`src/rtl/yz_seq_detect.sv`:
```
// Detects the sampled (y,z) pair sequence 11 -> 01 -> 00, pulses match and keeps a saturating count.
// Optional macro YZ_ERR_DETECT_EN: flags the illegal pair 10 on err and forces the FSM to IDLE.
module yz_seq_detect #(
  parameter int CNT_W   = 8,
  parameter int TIMEOUT = 4
) (
  input  logic             clk,
  input  logic             rst_n,
  input  logic             in_valid,
  input  logic             y,
  input  logic             z,
  output logic             match,
  output logic [CNT_W-1:0] match_cnt,
  output logic             cnt_sat,
  output logic [1:0]       state_o,
  output logic             err
);

  typedef enum logic [1:0] {
    IDLE  = 2'b00,
    GOT11 = 2'b01,
    GOT01 = 2'b10
  } state_t;

  localparam logic [3:0] TO_LAST = 4'(TIMEOUT - 1);

  state_t           state, state_nxt;
  logic [3:0]       idle_cnt, idle_cnt_nxt;
  logic             match_nxt;
  logic [CNT_W-1:0] cnt_nxt;
  logic [1:0]       pair;
  logic             illegal;

  assign pair    = {y, z};
  assign state_o = state;

`ifdef YZ_ERR_DETECT_EN
  assign illegal = in_valid && (pair == 2'b10);
`else
  assign illegal = 1'b0;
`endif

  always_ff @(posedge clk or negedge rst_n) begin
    if (!rst_n) begin
      state    <= IDLE;
      idle_cnt <= '0;
    end else begin
      state    <= state_nxt;
      idle_cnt <= idle_cnt_nxt;
    end
  end

  // A valid pair always wins over the timeout; the idle counter only runs while stalled mid-sequence.
  always_comb begin
    state_nxt    = state;
    idle_cnt_nxt = '0;
    if (illegal) begin
      state_nxt = IDLE;
    end else if (in_valid) begin
      case (state)
        IDLE:    state_nxt = (pair == 2'b11) ? GOT11 : IDLE;
        GOT11: begin
          if (pair == 2'b01)      state_nxt = GOT01;
          else if (pair == 2'b11) state_nxt = GOT11;
          else                    state_nxt = IDLE;
        end
        GOT01:   state_nxt = (pair == 2'b11) ? GOT11 : IDLE;
        default: state_nxt = IDLE;
      endcase
    end else if (state != IDLE) begin
      if (idle_cnt == TO_LAST) state_nxt = IDLE;
      else                     idle_cnt_nxt = idle_cnt + 4'd1;
    end
  end

  always_comb begin
    match_nxt = in_valid && (state == GOT01) && (pair == 2'b00);
    cnt_nxt   = match_cnt;
    if (match_nxt && (match_cnt != '1)) cnt_nxt = match_cnt + 1'b1;
  end

  always_ff @(posedge clk or negedge rst_n) begin
    if (!rst_n) begin
      match     <= 1'b0;
      match_cnt <= '0;
      cnt_sat   <= 1'b0;
    end else begin
      match     <= match_nxt;
      match_cnt <= cnt_nxt;
      cnt_sat   <= cnt_sat | (cnt_nxt == '1);
    end
  end

`ifdef YZ_ERR_DETECT_EN
  always_ff @(posedge clk or negedge rst_n) begin
    if (!rst_n) err <= 1'b0;
    else        err <= err | illegal;
  end
`else
  assign err = 1'b0;
`endif

endmodule

```
`config.mk`:
```
export PLATFORM = sky130hd
export DESIGN_NAME = yz_seq_detect
export DESIGN_NICKNAME = d
export VERILOG_FILES = /design/src/rtl/yz_seq_detect.sv
export SDC_FILE = /design/constraint.sdc
export NUM_CORES = 1
export LEC_CHECK = 0
export ABC_AREA = 1
export CORE_MARGIN = 2
export CORE_UTILIZATION = 35
export CTS_CLUSTER_DIAMETER = 40
export DETAILED_ROUTE_END_ITERATION = 10
export PLACE_DENSITY_LB_ADDON = 0.15
export RECOVER_POWER = 25
export SLEW_MARGIN = 20
export SYNTH_ARGS = -nofsm -noshare
export SYNTH_HDL_FRONTEND = slang
export SYNTH_SLANG_ARGS = --single-unit
```
`constraint.sdc`:
```
create_clock -name clk -period 1.8 [get_ports clk]
set_input_delay 0.36 -clock clk [delete_from_list [all_inputs] [get_ports clk]]
set_output_delay 0.36 -clock clk [all_outputs]
set_load 0.01 [all_outputs]
```
==> tab_implementation.tex <==
\begin{tabular}{lr}
\hline
Metric & Value \\
\hline
\multicolumn{2}{l}{\textbf{Worst setup path}} \\
\quad Kind of end point of the critical path & primary output \\
\quad Buffers \& Inverters on Critical Path & 1 \\
\quad CP required & 1.44 ns \\
\quad Largest stage delay on the critical path & 0.59 ns \\
\quad Total stage count of the critical path & 1 \\
\quad Kind of start point of the critical path & flop \\
\quad Cell-by-cell listing of the critical path & clkdlybuf4s50\_1 \\
\quad Critical-path top delay cell & sky130\_fd\_sc\_hd\_\_clkdlybuf4s50\_1 \\
\quad Critical Path AT & 1.36 ns \\
\quad Worst reg-to-reg path cell count & 12 \\
\quad Reg-to-reg critical path endpoint & cnt\_sat \\
\quad R2R setup slack & 0.24 ns \\
\quad Delay-heaviest family, CP & buffers and inverters \\
\quad Category of the critical setup timing path & reg2out \\
\quad Startpoint of the worst register-to-register path & match\_cnt[0] \\
\quad Top fanout value on the critical path & 8 \\
\multicolumn{2}{l}{\textbf{Synthesis}} \\
\quad Mux cell area share after synthesis & 0\% \\
\quad Count of mapped cells out of synthesis & 114 \\
\quad Synth cell count leaders & 42 x sky130\_fd\_sc\_hd\_\_nand2\_1, 16 x sky130\_fd\_sc\_hd\_\_dfrtp\_1, 13 x sky130\_fd\_sc\_hd\_\_nor2\_1 \\
\quad Synthesized flop and latch total & 16 \\
\quad Synthesized-area fraction occupied by ao, oa, aoi and oai cells & 8.12\% \\
\quad Largest family of logic cells by synthesized area & simple AND/OR/NAND/NOR gates \\
\quad Count leader, synth & sky130\_fd\_sc\_hd\_\_nand2\_1 \\
\quad Post-synthesis instance area & 878 um\^{}2 \\
\quad Number of distinct library cell variants in the gate-level netlist after synthesis & 21 \\
\quad Synth warnings & 0 \\
\quad Number of nets produced by synthesis & 121 \\
\quad Share of the synthesized area in the top cell type & 45.6\% \\
\quad Post-synth ARST share & 100\% \\
\quad Simple-gate share of the synthesized area & 31.9\% \\
\quad Top area cells in the synthesized netlist & sky130\_fd\_sc\_hd\_\_dfrtp\_1 46\%, sky130\_fd\_sc\_hd\_\_nand2\_1 18\%, sky130\_fd\_sc\_hd\_\_nor2\_1 5.6\% \\
\quad EDFF count, synth & 0 \\
\quad Flip-flop cell with the highest count after synthesis & sky130\_fd\_sc\_hd\_\_dfrtp\_1 \\
\quad Sequential share of the synthesized area & 45.6\% \\
\quad Synthesized area divided by synthesized cell count & 7.70 um\^{}2 \\
\quad Area share of xor/xnor cells in the synthesized design & 2.99\% \\
\quad Post-synthesis adder-cell area fraction & 2.85\% \\
\quad Post-synth top area cell & sky130\_fd\_sc\_hd\_\_dfrtp\_1 \\
\multicolumn{2}{l}{\textbf{Power}} \\
\quad Power per cell area & 613 mW/mm\^{}2 \\
\quad Total power draw & 0.691 mW \\
\quad Cell leakage power & 0.506 nW \\
\quad Peak supply drop & 0.440 mV \\
\multicolumn{2}{l}{\textbf{Drt}} \\
\quad Routed Wire Length & 1720 um \\
\quad Detail Route Antenna Nets & 0 \\
\quad Vias per std cell & 4.50 \\
\quad Via Count & 751 \\
\quad Detail-routed net length per standard cell & 10.3 um \\
\quad DRC marker count from the first detailed-route iteration & 22 \\
\quad DR DRC count & 0 \\
\quad First-pass DRT Iterations & 4 \\
\multicolumn{2}{l}{\textbf{Clock tree}} \\
\quad Number of buffers on the longest clock path & 2 \\
\quad Master cell of the clock root buffer & sky130\_fd\_sc\_hd\_\_clkbuf\_4 \\
\quad Total number of clock tree sinks & 16 \\
\quad Count of hold-fix buffers inserted at cts & 0 \\
\quad Clock buffers created by TritonCTS & 3 \\
\quad Max H-tree Level & 1 \\
\quad Number of cells upsized or downsized after cts & 0 \\
\quad Clock-pin slew on the worst setup and hold paths & 0.09 ns \\
\quad TritonCTS clock tree & done \\
\quad Post-CTS Setup Repair Bufs & 0 \\
\quad Clock latency at the later pin of the worst-skew pair & 0.28 ns \\
\multicolumn{2}{l}{\textbf{Final layout}} \\
\quad Relative area change from synthesis to final layout & 28.3\% \\
\quad Net count reported at finish & 145 \\
\quad Final Instance Area & 0.00113 mm\^{}2 \\
\quad Proportion of layout cells with a drive suffix above 1 & 12.4\% \\
\quad Diodes inserted & 0 \\
\multicolumn{2}{l}{\textbf{Die}} \\
\quad Core footprint & 0.00243 mm\^{}2 \\
\quad Horiz. Die Dim & 54.1 um \\
\quad Starting Density & 36.1\% \\
\quad Die outline height & 54.1 um \\
\quad Row count & 18 \\
\quad Die footprint & 0.00293 mm\^{}2 \\
\quad Boundary pin count & 18 \\
\multicolumn{2}{l}{\textbf{STA}} \\
\quad Highest clock frequency the design can meet & 581 MHz \\
\quad Tightest slew margin relative to the limit & 44.3\% \\
\quad Final clock skew & 0.00542 ns \\
\quad Fin crit share & 95.7\% \\
\quad Count of pins over their slew limit & 0 \\
\quad Time the worst path needs with I/O delays and setup & 1.72 ns \\
\quad Final hold violation count & 0 \\
\quad Least-Margin Pin Slew & 0.836 ns \\
\quad Number of endpoints failing setup at the final stage & 0 \\
\quad Unrepaired setup endpoints after global routing & false \\
\quad Worst hold margin & 0.466 ns \\
\multicolumn{2}{l}{\textbf{GRT}} \\
\quad Vias in the first global route & 669 \\
\quad Antenna violations before repair & 0 \\
\quad Residual overflow from global routing & 0 \\
\quad First-pass GRT wire length & 2820 um \\
\quad GRT Overall Usage & 13.8\% \\
\quad Maximum number of pins on one net before global-route repair & 17 \\
\multicolumn{2}{l}{\textbf{Placement}} \\
\quad Area after DPL & 0.00109 mm\^{}2 \\
\quad Placer congestion estimate & 0.797 \\
\quad Port-buffer cells & 16 \\
\quad Detailed placement HPWL & 1370 um \\
\multicolumn{2}{l}{\textbf{Flow run}} \\
\quad Max-cap violations & 0 \\
\multicolumn{2}{l}{\textbf{Status}} \\
\quad Status & complete, no violations \\
\multicolumn{2}{l}{\textbf{Min path}} \\
\quad Min-delay src & idle\_cnt[0] \\
\quad Count of cells along the worst hold path & 1 \\
\quad Type of the most critical hold path & reg2reg \\
\quad Worst hold path endpoint & idle\_cnt[0] \\
\hline
\end{tabular}
## flip-flops by register name (all words and copies together) (netlist names)
register   cells
match_cnt      8
idle_cnt       4
state_o        2
cnt_sat        1
match          1
## stage by stage
step	std cells	setup slack (ns)	util, %	setup TNS, ns
3_3_place_gp	163	0.0303	45.0	0
6_report	167	0.0777	46.3	0
2_1_floorplan	114	0.291	-	0
5_1_grt	167	0.0223	46.3	0
3_5_place_dp	163	-0.0141	45.0	-0.0141
4_1_cts	167	0.0542	46.5	0
## per-layer routing
| layer | share of wire [%] | track usage (%) | up-vias |
|---|---|---|---|
| met1 | 51 | 19.2 | 332 |
| met4 | 0.75 | 7.50 | 0 |
| met3 | 4.8 | 1.67 | 2 |
| met5 | 0 | 0 | - |
| li1 | - | - | 398 |
| met2 | 43 | 20.7 | 19 |
## placed cells by master, fill, tap and decap left out
master,n
sky130_fd_sc_hd__a21oi_1,2
sky130_fd_sc_hd__a32o_1,2
sky130_fd_sc_hd__buf_4,5
sky130_fd_sc_hd__clkbuf_1,1
sky130_fd_sc_hd__clkbuf_4,3
sky130_fd_sc_hd__clkbuf_8,1
sky130_fd_sc_hd__clkdlybuf4s50_1,15
sky130_fd_sc_hd__conb_1,1
sky130_fd_sc_hd__dfrtp_1,16
sky130_fd_sc_hd__dlygate4sd3_1,1
sky130_fd_sc_hd__ha_1,2
sky130_fd_sc_hd__inv_1,11
sky130_fd_sc_hd__inv_2,1
sky130_fd_sc_hd__nand2_1,42
sky130_fd_sc_hd__nand2_2,1
sky130_fd_sc_hd__nand3_1,7
sky130_fd_sc_hd__nand3_2,1
sky130_fd_sc_hd__nor2_1,13
sky130_fd_sc_hd__nor2_2,1
sky130_fd_sc_hd__nor2_4,1
sky130_fd_sc_hd__nor3_1,1
sky130_fd_sc_hd__o21ai_0,3
sky130_fd_sc_hd__o21ai_2,3
sky130_fd_sc_hd__xnor2_1,2
sky130_fd_sc_hd__xor2_1,1
## report_power, final
part           total (mW)  leakage [nW]  switching [mW]  internal (mW)
clock               0.226        0.0210           0.103          0.123
combinational      0.0859         0.275          0.0429         0.0430
sequential          0.380         0.211          0.0102          0.370
## logic make-up (layout without fill, tap and decap cells)
logic type | after synthesis | in the layout
flip-flops | 16 | 16
XOR/XNOR | 3 | 3
AO/OA/AOI/OAI | 10 | 10
buffers and inverters | 15 | 38
AND/OR/NAND/NOR | 67 | 67
other | 1 | 1
adder cells (fa/ha/maj) | 2 | 2
## cell type report
class,count,area [um^2]
sequential,16,400
timing repair buffer,22,201
fill,256,1310
multi-input combinational,83,407
inverter,12,45.0
clock buffer,4,36.3
tap,30,37.5
## worst max-delay path by stage
stage | from | to | slack (ns)
after floorplan | match_cnt[1] | cnt_sat | 0.29
after global placement | in_valid | cnt_sat | 0.03
after detailed placement | z | cnt_sat | -0.01
after CTS | match_cnt[2] | match_cnt[2] | 0.05
after global routing | match_cnt[2] | match_cnt[2] | 0.02
final | match_cnt[2] | match_cnt[2] | 0.08
Note: power is estimated with default switching activity, not from simulation.
